File: config.mk
export PLATFORM = sky130hd
export DESIGN_NAME = dco_sar_cal_ctrl
export DESIGN_NICKNAME = d
export VERILOG_FILES = /design/src/rtl/dco_sar_cal_ctrl.sv
export SDC_FILE = /design/constraint.sdc
export NUM_CORES = 1
export LEC_CHECK = 0
export ABC_AREA = 1
export CELL_PAD_IN_SITES_DETAIL_PLACEMENT = 2
export CELL_PAD_IN_SITES_GLOBAL_PLACEMENT = 2
export CORE_MARGIN = 10
export CORE_UTILIZATION = 25
export CTS_CLUSTER_SIZE = 8
export DETAILED_ROUTE_END_ITERATION = 7
export PLACE_DENSITY_LB_ADDON = 0.1
export SETUP_SLACK_MARGIN = 0.3
export SYNTH_ARGS = -nofsm -noshare
export SYNTH_HDL_FRONTEND = slang
export SYNTH_SLANG_ARGS = --single-unit
export TNS_END_PERCENT = 20
File: constraint.sdc
create_clock -name clk -period 1.78 [get_ports clk]
set_clock_uncertainty 0.05 [all_clocks]
set_input_delay 0.356 -clock clk [delete_from_list [all_inputs] [get_ports clk]]
set_output_delay 0.356 -clock clk [all_outputs]
set_load 0.05 [all_outputs]
File: src/rtl/dco_sar_cal_ctrl.sv
// SAR calibration sequencer for the ADPLL DCO coarse code, run on the reference clock.
// Define CAL_TOL_EN to finish early once a measurement lands within TOL counts of target.
module dco_sar_cal_ctrl #(
   parameter int CODE_W     = 6,
   parameter int SETTLE_CYC = 8,
   parameter int SYNC_CYC   = 4,
   parameter int TOL        = 2
) (
   input  logic              clk,
   input  logic              rst_n,
   input  logic              cal_start,
   input  logic              cal_abort,
   input  logic [14:0]       count_window,
   input  logic [14:0]       target_count,
   input  logic [14:0]       compared_count,
   output logic              calibration_mode,
   output logic              clk_count_start,
   output logic [14:0]       count_untill,
   output logic [CODE_W-1:0] dco_code,
   output logic              cal_busy,
   output logic              cal_done,
   output logic              cal_err
);
   // state  | meaning
   // IDLE   | waiting for cal_start
   // SETTLE | trial code applied, comparator counters held clear
   // COUNT  | count window plus sync margin running
   // SAMPLE | capture compared_count
   // DECIDE | resolve current bit, pick next trial
   // DONE   | final code held, leaving calibration mode
   typedef enum logic [2:0] {
      S_IDLE, S_SETTLE, S_COUNT, S_SAMPLE, S_DECIDE, S_DONE
   } state_t;

   localparam int IDX_W = (CODE_W > 1) ? $clog2(CODE_W) : 1;
   localparam logic [IDX_W-1:0] IDX_MSB   = IDX_W'(CODE_W - 1);
   localparam logic [15:0]      SETTLE_LD = 16'(SETTLE_CYC - 1);
`ifdef CAL_TOL_EN
   localparam logic TOL_ON = 1'b1;
`else
   localparam logic TOL_ON = 1'b0;
`endif

   state_t              state, state_n;
   logic [15:0]         timer, timer_n;
   logic [IDX_W-1:0]    bit_idx, idx_n;
   logic [CODE_W-1:0]   code_prev, prev_n, code_n;
   logic [14:0]         meas_q, meas_n, target_q, tgt_n, win_n;
   logic                mode_n, busy_n, done_n, err_n, ccs_n;
   logic signed [16:0]  diff, diff_abs;
   logic                tol_hit;
   logic [15:0]         count_ld;

   assign count_ld = {1'b0, count_untill} + 16'(SYNC_CYC) - 16'd1;
   assign diff     = $signed({2'b00, meas_q}) - $signed({2'b00, target_q});
   assign diff_abs = diff[16] ? -diff : diff;
   assign tol_hit  = TOL_ON && (diff_abs <= $signed(17'(TOL)));

   always_ff @(posedge clk or negedge rst_n) begin
      if (!rst_n) begin
         state            <= S_IDLE;
         timer            <= '0;
         bit_idx          <= '0;
         code_prev        <= '0;
         meas_q           <= '0;
         target_q         <= '0;
         count_untill     <= '0;
         dco_code         <= '0;
         calibration_mode <= 1'b0;
         clk_count_start  <= 1'b0;
         cal_busy         <= 1'b0;
         cal_done         <= 1'b0;
         cal_err          <= 1'b0;
      end else begin
         state            <= state_n;
         timer            <= timer_n;
         bit_idx          <= idx_n;
         code_prev        <= prev_n;
         meas_q           <= meas_n;
         target_q         <= tgt_n;
         count_untill     <= win_n;
         dco_code         <= code_n;
         calibration_mode <= mode_n;
         clk_count_start  <= ccs_n;
         cal_busy         <= busy_n;
         cal_done         <= done_n;
         cal_err          <= err_n;
      end
   end

   always_comb begin
      state_n = state;
      timer_n = timer;
      idx_n   = bit_idx;
      prev_n  = code_prev;
      code_n  = dco_code;
      meas_n  = meas_q;
      tgt_n   = target_q;
      win_n   = count_untill;
      mode_n  = calibration_mode;
      busy_n  = cal_busy;
      done_n  = cal_done;
      err_n   = cal_err;

      case (state)
         S_IDLE: begin
            if (cal_start) begin
               if (count_window != 15'd0) begin
                  win_n   = count_window;
                  tgt_n   = target_count;
                  prev_n  = dco_code;
                  idx_n   = IDX_MSB;
                  code_n  = '0;
                  code_n[CODE_W-1] = 1'b1;
                  mode_n  = 1'b1;
                  busy_n  = 1'b1;
                  done_n  = 1'b0;
                  err_n   = 1'b0;
                  timer_n = SETTLE_LD;
                  state_n = S_SETTLE;
               end else begin
                  err_n  = 1'b1;
                  done_n = 1'b1;
               end
            end
         end
         S_SETTLE: begin
            if (timer == 16'd0) begin
               timer_n = count_ld;
               state_n = S_COUNT;
            end else begin
               timer_n = timer - 16'd1;
            end
         end
         S_COUNT: begin
            if (timer == 16'd0) state_n = S_SAMPLE;
            else                timer_n = timer - 16'd1;
         end
         S_SAMPLE: begin
            meas_n  = compared_count;
            state_n = S_DECIDE;
         end
         S_DECIDE: begin
            // Within tolerance the trial code is final as-is, bit untouched.
            if (tol_hit) begin
               state_n = S_DONE;
            end else begin
               if (meas_q > target_q) code_n[bit_idx] = 1'b0;
               if (bit_idx == '0) begin
                  state_n = S_DONE;
               end else begin
                  idx_n         = bit_idx - 1'b1;
                  code_n[idx_n] = 1'b1;
                  timer_n       = SETTLE_LD;
                  state_n       = S_SETTLE;
               end
            end
         end
         S_DONE: begin
            mode_n  = 1'b0;
            busy_n  = 1'b0;
            done_n  = 1'b1;
            state_n = S_IDLE;
         end
         default: state_n = S_IDLE;
      endcase

      if (cal_abort && state != S_IDLE) begin
         state_n = S_IDLE;
         code_n  = code_prev;
         mode_n  = 1'b0;
         busy_n  = 1'b0;
         done_n  = 1'b0;
      end

      ccs_n = (state_n == S_COUNT) || (state_n == S_SAMPLE);
   end
endmodule

Word level (Yosys, flattened, before mapping):

Cells that the tools add are included.

* bits in registers: 83
* bits of input ports: 49
* output and inout bits: 26
* logic and storage cells: 93

* add/subtract/negate cells: 4
* magnitude comparators: 5
* eq/ne operators: 13
* muxes and demuxes: 36
* bitwise gates (word level): 3
* reduce and logical (&&, ||, !) cells: 20

Operators with widths (count)
* 2-to-1 mux 16 bit: 5
* one-hot mux 16 bit (4 select lines): 1
* 2-to-1 mux 6 bit: 6
* subtractor 16 x 1 -> 16 bit (second input constant): 2
* 2-to-1 mux 3 bit: 9
* adder 15 x 3 -> 16 bit (second input constant): 1
* logical NOT 16 bit: 1
* greater-than comparator 15 bit: 1
* one-hot mux 3 bit (5 select lines): 1
* nonzero test 15 bit: 1
* equality test 3 x 2 -> 1 bit (second input constant): 4
* one-hot mux 6 bit (2 select lines): 1
* AND reduction 3 bit: 3
* nonzero test 3 bit: 3
* < comparator 3 x 4 -> 1 bit (second input constant): 2
* 2-to-1 mux 1 bit: 8
* != test 2 bit (second input constant): 4
* AND 6 bit: 1
* demux 1 bit (select 3 bit): 2
* equality test 3 bit (second input constant): 2
* greater-or-equal comparator 3 x 1 -> 1 bit (second input constant): 2
* logical NOT 3 bit: 2
* != test 3 bit (second input constant): 2
* NOT 6 bit: 1
* other kinds (12): 16

Depth between registers and ports, before layout:

Gate-level depths: netlist of run 1.

* word-level depth: 12
* gate-level depth with buffers: 14
* gate-level depth less buffers: 14

Least setup slack after synthesis of run 1:

OpenSTA, ideal clock, no wires.

* kind: register -> register
* start point: register count_untill[0]
* end point: register timer[12]
* setup time: 0.065 ns
* arrival: 1.746 ns
* required time: 1.665 ns
* setup slack: -0.081 ns
* cell stages (with the launch flop): 10
* buffers on the path: 0
* period minus slack after synthesis: 1.861 ns
* path through: dfrtp_1 inv_1 ha_1 nor2_1 nand3_1 xor2_1 nand3b_1 nand2_1 nand2_1 nand2_1

* cells in the longest elaborated chain, start to end: 4

RTL lines
* start: declaration: line 18 `output logic [14:0] count_untill,`
* start signal: assignment: line 81 `count_untill <= win_n;`
* adder 15 x 3 -> 16 bit: line 54 `assign count_ld = {1'b0, count_untill} + 16'(SYNC_CYC) - 16'd1;`
* subtractor 16 x 1 -> 16 bit: line 54
* 2-to-1 mux 16 bit: line 128 `if (timer == 16'd0) begin`
* one-hot mux 16 bit (4 select lines): line 105 `case (state)`
* end signal: assignment: line 76 `timer <= timer_n;`
* end: declaration: line 45 `logic [15:0] timer, timer_n;`

No other way between the ends.
A chain may end at the register's enable or synchronous reset.

Final worst setup path of run 1:

* start point: register timer[0]
* end point: register timer[7]

* cells in the longest elaborated chain, start to end: 3
* elaborated cells between the ends (all ways): 7
* those cells by class: add/sub: 1; eq/ne: 1; mux: 3; reduce/logical: 2

RTL lines
* subtractor 16 x 1 -> 16 bit / logical NOT 16 bit (equally long branches)
* 2-to-1 mux 16 bit (tied with other cells): line 136 `if (timer == 16'd0) state_n = S_SAMPLE;`
* one-hot mux 16 bit (4 select lines) / AND reduction 5 bit (equally long branches)

Parallel ways exist; a longest one is shown, timed or not. The select of a mux whose other input is x is not followed.

==> flow_summary.json, run 1 <==
{
  "layout.nets": 932,
  "fmax_mhz": 536,
  "io_pins": 75,
  "synthTopCellsByArea": "dfrtp_1 (42%), nand2_1 (16%), inv_1 (6.5%)",
  "dieArea_um2": 26000,
  "start_util_pct": 25.6,
  "synth_async_sr_flop_share_pct": 100,
  "drive_gt1_share_pct": 45.9,
  "critical-path-top-delay-family": "simple AND/OR/NAND/NOR gates",
  "route.detailed.drc": 0,
  "p_leak_uw": 0.00415,
  "cp-end-kind": "register",
  "synth_commonest_cells": "nand2_1 (209), inv_1 (86), dfrtp_1 (83)",
  "avgSynthCellArea_um2": 7.48,
  "seq_area_frac_synth_pct": 41.6,
  "antenna_found_initial": 0,
  "cts_buffer_depth": 2,
  "area_growth_pct": 67.3,
  "io_buffers": 74,
  "ys.flop_type": "dfrtp_1",
  "period_needed_ns": 1.87,
  "tightest_slew_ns": 0.512,
  "timing.final.crit_share_pct": 105,
  "fp.dieH_um": 161,
  "yosysUniqueCellTypes": 39,
  "syn_inst": 667,
  "timing.hold.ws_ns": -0.0473,
  "num_rows": 51,
  "place_inst": 1077,
  "drt-total-wl_um": 20900,
  "syn_area_um2": 4990,
  "maxCapViolations": 0,
  "worst_setup_path_start_kind": "register",
  "outcome": "finished, violations left",
  "fin_cells": 1134,
  "grt_remaining_overflow": 0,
  "clk_pin_slew_ns": 0.07,
  "grt_max_degree": 84,
  "n_antenna_cell": 0,
  "synth_warnings": 0,
  "cts_root_buf": "clkbuf_16",
  "die_w_um": 161,
  "cts_buffers": 9,
  "drt_iter0_drc": 197,
  "cts.sinks": 83,
  "yosysTopAreaCell": "dfrtp_1",
  "ys_ff_latch": 83,
  "hpwl_um": 13900,
  "path_buf_inv": 3,
  "synth_nets": 735,
  "core_area_um2": 19500,
  "routabilityCongestion": 0.785,
  "grt_pass1_vias": 5866,
  "path_class": "reg2reg",
  "post-route-util_pct": 42.8,
  "routedWlPerCell_um": 18.4,
  "vias": 5117,
  "setup_ws_ns": -0.0860,
  "crit_arrival_ns": 2.11,
  "detailedPlace.worstSlack_ns": -0.715,
  "setup_viol": 11,
  "failed_checks": "negative hold slack, negative setup slack",
  "ir_worst_vdd_mv": 0.943,
  "hold_violations": 28,
  "synth_top_area_share_pct": 41.6,
  "synth-edff-count": 0,
  "cp_slowest_stage_delay_ns": 0.40,
  "worst_ep_required_time_ns": 2.02,
  "slew_violations": 0,
  "drt-pass1-iter-count": 5,
  "rsz0062_at_grt": "true",
  "slew_headroom_pct": 65.9,
  "grt_usage_pct": 14.8,
  "via_per_inst": 4.51,
  "hp-class": "in2async",
  "cts_tree": "yes",
  "worstSkewPairLatency_ns": 0.36,
  "slowest_stage": "dfrtp_1",
  "holdBufCountCts": 0,
  "ant_nets": 0,
  "yosysMostFrequentCell": "nand2_1",
  "powerDensity_nw_per_um2": 1740,
  "crit_chain": "inv_2 -> ha_4 -> nand3_4 -> nor2_4 -> nand2_2 -> inv_1 -> nand4_1 -> nor2_1 -> buf_4 -> nand2_4 -> nand2_2 -> nand2_1 -> nand2_1",
  "htreeDepth": 3,
  "grt_first_pass_wirelength_um": 31100,
  "cp_max_fo": 4
}
-- what timing repair did --
| action | CTS | global route |
|---|---|---|
| pin swaps | 26 | 76 |
| cloned | 2 | 2 |
| hold endpoints to repair | 0 | 0 |
| buffers inserted | 18 | 19 |
| resized for setup | 68 | 222 |
| endpoints found under the setup margin | 67 | 83 |
-- state kept, by name, indices dropped and copies added, names as in the netlist --
name	count
bit_idx	3
clk_count_start	1
code_prev	6
dco_code	6
cal_err	1
meas_q	15
cal_busy	1
timer	16
cal_done	1
count_untill	15
state	3
target_q	15
-- final timing paths --
path                                       from  depth (start not counted)              end  slack, ns
worst max-delay path                   timer[0]                         13         timer[7]      -0.09
worst min-delay path                      rst_n                          2      target_q[3]      -0.05
worst max register to register         timer[0]                         13         timer[7]      -0.09
worst min register to register     code_prev[4]                          2     code_prev[4]       0.45
max in group asynchronous                 rst_n                          2  count_untill[8]       1.26
min in group clk                count_window[8]                          3  count_untill[8]       0.25
-- routing by layer --
layer | routed length (um) | track usage (%)
met5 | 0 | 0
met4 | 230 | 3.06
met2 | 10900 | 25.7
met1 | 9200 | 18.5
met3 | 547 | 3.13
-- worst reg2reg max path, delay by kind of cell, from the launching register on --
family | cells | cell delay, ns
adder cells (fa/ha/maj) | 1 | 0.15
flip-flops | 1 | 0.40
buffers and inverters | 3 | 0.31
AND/OR/NAND/NOR | 9 | 0.91
-- kinds of logic (layout without fill, tap and decap cells) --
kind of cell | after synthesis | in the layout | synth area share (%)
xor+xnor | 19 | 19 | 3.33
mux | 15 | 15 | 3.38
compound gates | 74 | 74 | 8.17
simple gates | 347 | 348 | 29.9
flops | 83 | 83 | 41.6
fa+ha+maj | 19 | 19 | 4.76
buf+inv | 110 | 311 | 8.87
-- power breakdown --
part           total (uW)  switching (uW)  internal [uW]
sequential           3340             732           2610
combinational        9160            5220           3940
clock                2030             889           1150
total               14500            6840           7700
-- cell usage in the layout, fill, tap and decap left out, types with 11 or more instances in the layout --
cell	count
mux2_2	15
a21oi_1	14
buf_6	21
xor2_1	11
o21ai_1	13
nor2_2	15
dfrtp_1	72
dlymetal6s2s_1	15
nor2_1	41
buf_4	117
nor2_4	17
clkdlybuf4s50_1	32
nand3_1	25
o21ai_2	30
inv_2	31
clkbuf_16	11
nand2_1	143
inv_1	62
nand2_2	42
dfrtp_2	11
nand2_4	27
-- final cells by class --
class                           instances  area [um2]
Clock inverter                          6        71.3
Multi-Input combinational cell        475        3320
Sequential cell                        83        2090
Clock buffer                           10         239
Timing Repair Buffer                  199        1920
Tap cell                              265         332
Inverter                               96         372
Fill cell                            2168       11200
-- metrics by stage --
stage | TNS (ns) | total power (uW) | area [um2] | hold WS, ns
6_report | -0.593 | 14500 | 8350 | -0.0473
5_1_grt | -3.12 | 15600 | 8350 | 0.0194
4_1_cts | -0.753 | 13000 | 7460 | 0.00200
3_5_place_dp | -23.89 | 9950 | 6720 | 0.388
3_3_place_gp | -18.18 | 9680 | 6720 | 0.387
2_1_floorplan | 0 | 7210 | 5080 | 0.0104
(Power assumes the default switching activity.)
==> inputs of run 2 (changes only) <==
--- a/config.mk
+++ b/config.mk
@@ -13,7 +13,9 @@
 export CTS_CLUSTER_SIZE = 8
 export DETAILED_ROUTE_END_ITERATION = 7
 export PLACE_DENSITY_LB_ADDON = 0.1
+export RECOVER_POWER = 50
 export SETUP_SLACK_MARGIN = 0.3
+export SKIP_CTS_REPAIR_TIMING = 1
 export SYNTH_ARGS = -nofsm -noshare
 export SYNTH_HDL_FRONTEND = slang
 export SYNTH_SLANG_ARGS = --single-unit
==> flow_summary.json, run 2 (same netlist as run 1, synthesis figures left out) <==
{
  "outcome": "finished, violations left",
  "failed_checks": "negative setup slack",
  "routedWlPerCell_um": 16.5,
  "worstSkewPairLatency_ns": 0.35,
  "layout.nets": 907,
  "fp.dieH_um": 161,
  "fin_setup_tns_ns": -1.02,
  "path_class": "reg2reg",
  "cp-end-kind": "register",
  "fin_cells": 1109,
  "met1_length_um": 8440,
  "slew_violations": 0,
  "dr_wl_met3_um": 566,
  "p_leak_uw": 0.00362,
  "drt_iter0_drc": 211,
  "tightest_slew_ns": 1.21,
  "io_pins": 75,
  "drive_gt1_share_pct": 28.6,
  "grt_pass1_vias": 5600,
  "grt_first_pass_wirelength_um": 29300,
  "htreeDepth": 3,
  "core_area_um2": 19500,
  "crit_arrival_ns": 2.11,
  "layout_commonest_cell": "nand2_1",
  "die_w_um": 161,
  "route.detailed.drc": 0,
  "dr_wl_met2_um": 9120,
  "hold_violations": 0,
  "cts_root_buf": "clkbuf_16",
  "highest-signal-layer": "met4",
  "hp-class": "in2async",
  "drt-pass1-iter-count": 5,
  "place_inst": 1077,
  "maxCapViolations": 0,
  "vias": 4915,
  "fmax_mhz": 523,
  "io_buffers": 74,
  "start_util_pct": 25.6,
  "ir_worst_vdd_mv": 0.878,
  "rsz0062_at_grt": "true",
  "timing.final.crit_share_pct": 107,
  "grt_max_degree": 84,
  "regMostFlops": "timer",
  "final_cell_mix": "nand2_1 (201), buf_4 (110), inv_1 (79)",
  "cts_tree": "yes",
  "period_needed_ns": 1.91,
  "cts_buffer_depth": 2,
  "clk_pin_slew_ns": 0.07,
  "cts.sinks": 83,
  "cp_slowest_stage_delay_ns": 0.41,
  "powerDensity_nw_per_um2": 1710,
  "worst_ep_required_time_ns": 1.97,
  "grt_usage_pct": 13.9,
  "setup_viol": 23,
  "cts_buffers": 9,
  "detailedPlace.worstSlack_ns": -0.715,
  "slowest_stage": "dfrtp_1",
  "routabilityCongestion": 0.785,
  "slew_headroom_pct": 19.0,
  "cp_max_fo": 5,
  "via_per_inst": 4.43,
  "num_rows": 51,
  "worst_setup_path_start_kind": "register",
  "dieArea_um2": 26000,
  "grt_remaining_overflow": 0,
  "antenna_found_initial": 0,
  "n_antenna_cell": 0,
  "crit_chain": "inv_2 -> nand2_4 -> nor2_4 -> inv_2 -> or2_1 -> buf_4 -> nand3b_1 -> buf_4 -> nor2_1 -> nor2_1 -> nor2_1",
  "setup_ws_ns": -0.132,
  "crit_top_cell": "nor2_1",
  "drt-total-wl_um": 18300,
  "area_growth_pct": 47.2,
  "largest_register_ffs": 16,
  "hpwl_um": 13900,
  "ant_nets": 0
}
## run 2: changes by cell type in the layout (fill, tap and decap cells not counted), moves of 11 or more
cell             previous run  this run
o21ai_0                     3        35
nand2_1                   143       201
dlymetal6s2s_1             15         0
nand2_4                    27         2
buf_6                      21         6
nand2_2                    42         9
nor2_1                     41        52
inv_1                      62        79
o21ai_2                    30         1
clkdlybuf4s50_1            32        47
inv_2                      31        14
## run 2: stage by stage
step | power (uW) | cell area [um2] | utilization (%) | hold WS [ns]
final | 12500 | 7340 | 37.6 | 0.334
after global routing | 13700 | 7340 | 37.6 | 0.446
after CTS | 12100 | 7030 | 36.0 | 0.00200
after detailed placement | 9950 | 6720 | 34.4 | 0.388
after global placement | 9680 | 6720 | 34.4 | 0.387
after floorplan | 7210 | 5080 | - | 0.0104
## run 2: final cells by class
cell class	count	area, um2
flip-flops and latches	83	2090
clock inverters	6	71.3
well taps	265	332
fillers	2293	12200
repair buffers	174	1550
inverters	96	368
clock buffers	10	239
multi-input cells	475	2700
## run 2: per-layer routing
| layer | vias to the layer above | GRT usage, % |
|---|---|---|
| li1 | 2433 | - |
| met1 | 2413 | 17.5 |
| met2 | 60 | 23.7 |
| met3 | 9 | 3.13 |
| met4 | 0 | 2.73 |
| met5 | - | 0 |
## run 2: worst max-delay path, delay by kind of cell (launching register included)
kind / cells / cell delay [ns]
AND/OR/NAND/NOR: 7 / 0.88
flip-flops: 1 / 0.41
buffers and inverters: 4 / 0.45
## run 2: final timing paths
kind | to | slack (ns) | cells past startpoint | from
min in group clk | code_prev[5] | 0.44 | 2 | code_prev[5]
max in group asynchronous | count_untill[8] | 0.47 | 2 | rst_n
max | dco_code[5] | -0.13 | 11 | state[0]
min reg2reg | code_prev[5] | 0.44 | 2 | code_prev[5]
min | target_q[3] | 0.33 | 2 | rst_n
max reg2reg | dco_code[5] | -0.13 | 11 | state[0]
## run 2: where the power goes
group / leakage, uW / switching [uW] / internal (uW)
clock network: 0.000151 / 863 / 1140
logic: 0.00245 / 4270 / 3050
registers: 0.00103 / 604 / 2610
total: 0.00362 / 5730 / 6800
==> inputs of run 3 (changes only) <==
--- a/config.mk
+++ b/config.mk
@@ -6,6 +6,7 @@
 export NUM_CORES = 1
 export LEC_CHECK = 0
 export ABC_AREA = 1
+export CAP_MARGIN = 40
 export CELL_PAD_IN_SITES_DETAIL_PLACEMENT = 2
 export CELL_PAD_IN_SITES_GLOBAL_PLACEMENT = 2
 export CORE_MARGIN = 10
@@ -13,7 +14,6 @@
 export CTS_CLUSTER_SIZE = 8
 export DETAILED_ROUTE_END_ITERATION = 7
 export PLACE_DENSITY_LB_ADDON = 0.1
-export RECOVER_POWER = 50
 export SETUP_SLACK_MARGIN = 0.3
 export SKIP_CTS_REPAIR_TIMING = 1
 export SYNTH_ARGS = -nofsm -noshare
==> flow_summary.json, run 3 (same netlist as run 1, synthesis figures left out) <==
{
  "outcome": "finished, violations left",
  "failed_checks": "negative hold slack, negative setup slack",
  "path_class": "reg2reg",
  "worstSkewPairLatency_ns": 0.35,
  "num_rows": 51,
  "grt_remaining_overflow": 0,
  "hp-class": "in2async",
  "clkPwrFrac_pct": 14.3,
  "maxCapViolations": 0,
  "regMostFlops": "timer",
  "cts_tree": "yes",
  "power_frac_comb_pct": 60.6,
  "hpwl_um": 13900,
  "n_antenna_cell": 0,
  "cp_slowest_stage_delay_ns": 0.40,
  "timing.hold.ws_ns": -0.0415,
  "ir_worst_vdd_mv": 0.853,
  "layout.nets": 913,
  "fmax_mhz": 528,
  "dieArea_um2": 26000,
  "io_buffers": 74,
  "grt_first_pass_wirelength_um": 29300,
  "largest_register_ffs": 16,
  "power_frac_seq_pct": 25.0,
  "slew_headroom_pct": 66.6,
  "grt_usage_pct": 13.8,
  "drt-pass1-iter-count": 4,
  "routedWlPerCell_um": 16.5,
  "via_per_inst": 4.46,
  "start_util_pct": 25.6,
  "p_int_uw": 6930,
  "cp_max_fo": 4,
  "layout_commonest_cell": "nand2_1",
  "cp-end-kind": "register",
  "path_buf_inv": 2,
  "worst_ep_required_time_ns": 2.02,
  "slew_violations": 0,
  "rsz0062_at_grt": "true",
  "grt_max_degree": 84,
  "period_needed_ns": 1.89,
  "powerDensity_nw_per_um2": 1700,
  "io_pins": 75,
  "cts_buffers": 9,
  "crit_arrival_ns": 2.13,
  "timing.final.crit_share_pct": 106,
  "hold_violations": 10,
  "die_w_um": 161,
  "htreeDepth": 3,
  "core_area_um2": 19500,
  "place_inst": 1078,
  "drt_iter0_drc": 168,
  "worst_setup_path_start_kind": "register",
  "switching_power_uw": 5980,
  "fin_cells": 1115,
  "final_cell_mix": "nand2_1 (190), buf_4 (111), inv_1 (75)",
  "drt-total-wl_um": 18400,
  "ant_nets": 0,
  "clk_pin_slew_ns": 0.07,
  "tightest_slew_ns": 0.500,
  "cts_root_buf": "clkbuf_16",
  "slowest_stage": "dfrtp_1",
  "routabilityCongestion": 0.785,
  "setup_viol": 14,
  "cts.sinks": 83,
  "drive_gt1_share_pct": 32.9,
  "crit_chain": "inv_2 -> ha_4 -> nand3_4 -> nor2_4 -> nand2_2 -> buf_6 -> nor2_4 -> nand2_2 -> nor2_4 -> nand3_2 -> nand2_1 -> nand2_1 -> nand2_1",
  "setup_ws_ns": -0.112,
  "fp.dieH_um": 161,
  "p_sw_share_pct": 46.3,
  "route.detailed.drc": 0,
  "cts_buffer_depth": 2,
  "grt_pass1_vias": 5641,
  "total_power_uw": 12900,
  "area_growth_pct": 51.9,
  "critical-path-top-delay-family": "simple AND/OR/NAND/NOR gates",
  "vias": 4971,
  "antenna_found_initial": 0,
  "fin_setup_tns_ns": -0.729,
  "p_leak_uw": 0.00371
}
run 3: changes by cell type in the layout (fill, tap and decap cells not counted), sizes merged:
cell	previous run	this run
nor2	73	72
bufinv	1	0
buf	125	133
clkinvlp	1	2
dlymetal6s2s	0	1
clkinv	2	4
clkdlybuf4s50	47	46
inv	98	95
run 3: power groups by stage:
stage | sequential (uW) | combinational [uW] | clock [uW]
3_5_place_dp | 3250 | 6730 | 0
2_1_floorplan | 3770 | 3430 | 0
3_3_place_gp | 3220 | 6460 | 0
6_report | 3230 | 7830 | 1850
5_1_grt | 3350 | 8690 | 1990
4_1_cts | 3230 | 6770 | 1910
run 3: final cells by class:
class / instances / area (um2)
fillers: 2260 / 11900
inverters: 96 / 373
well taps: 265 / 332
clock inverters: 5 / 37.5
repair buffers: 181 / 1650
clock buffers: 11 / 243
multi-input cells: 474 / 2860
flip-flops and latches: 83 / 2090
run 3: worst paths after layout:
check                                 from         endpoint  slack (ns)  depth (start not counted)
max                               timer[0]        timer[10]       -0.11                         13
min                                  rst_n      target_q[7]       -0.04                          2
max reg2reg                       timer[0]        timer[10]       -0.11                         13
min reg2reg                   code_prev[5]     code_prev[5]        0.44                          2
max in group asynchronous            rst_n  count_untill[9]        1.27                          2
min in group clk           count_window[9]  count_untill[9]        0.31                          3
run 3: metrics by stage:
| step | cell area, um2 | setup slack (ns) | util (%) |
|---|---|---|---|
| finish | 7580 | -0.112 | 38.8 |
| global route | 7580 | -0.253 | 38.8 |
| CTS | 7010 | -0.278 | 35.9 |
| detailed placement | 6730 | -0.527 | 34.5 |
| global placement | 6720 | -0.659 | 34.4 |
| floorplan | 5080 | 0.208 | - |
run 3: per-layer routing:
layer  track usage (%)  up-vias  wire length [um]  part of all wire [%]
li1                  -     2440                 -                     -
met3              2.47       13               488                   2.6
met5                 0        -                 0                     0
met4              3.93        0               203                   1.1
met2              23.3       58              9170                    50
met1              17.6     2460              8560                    46
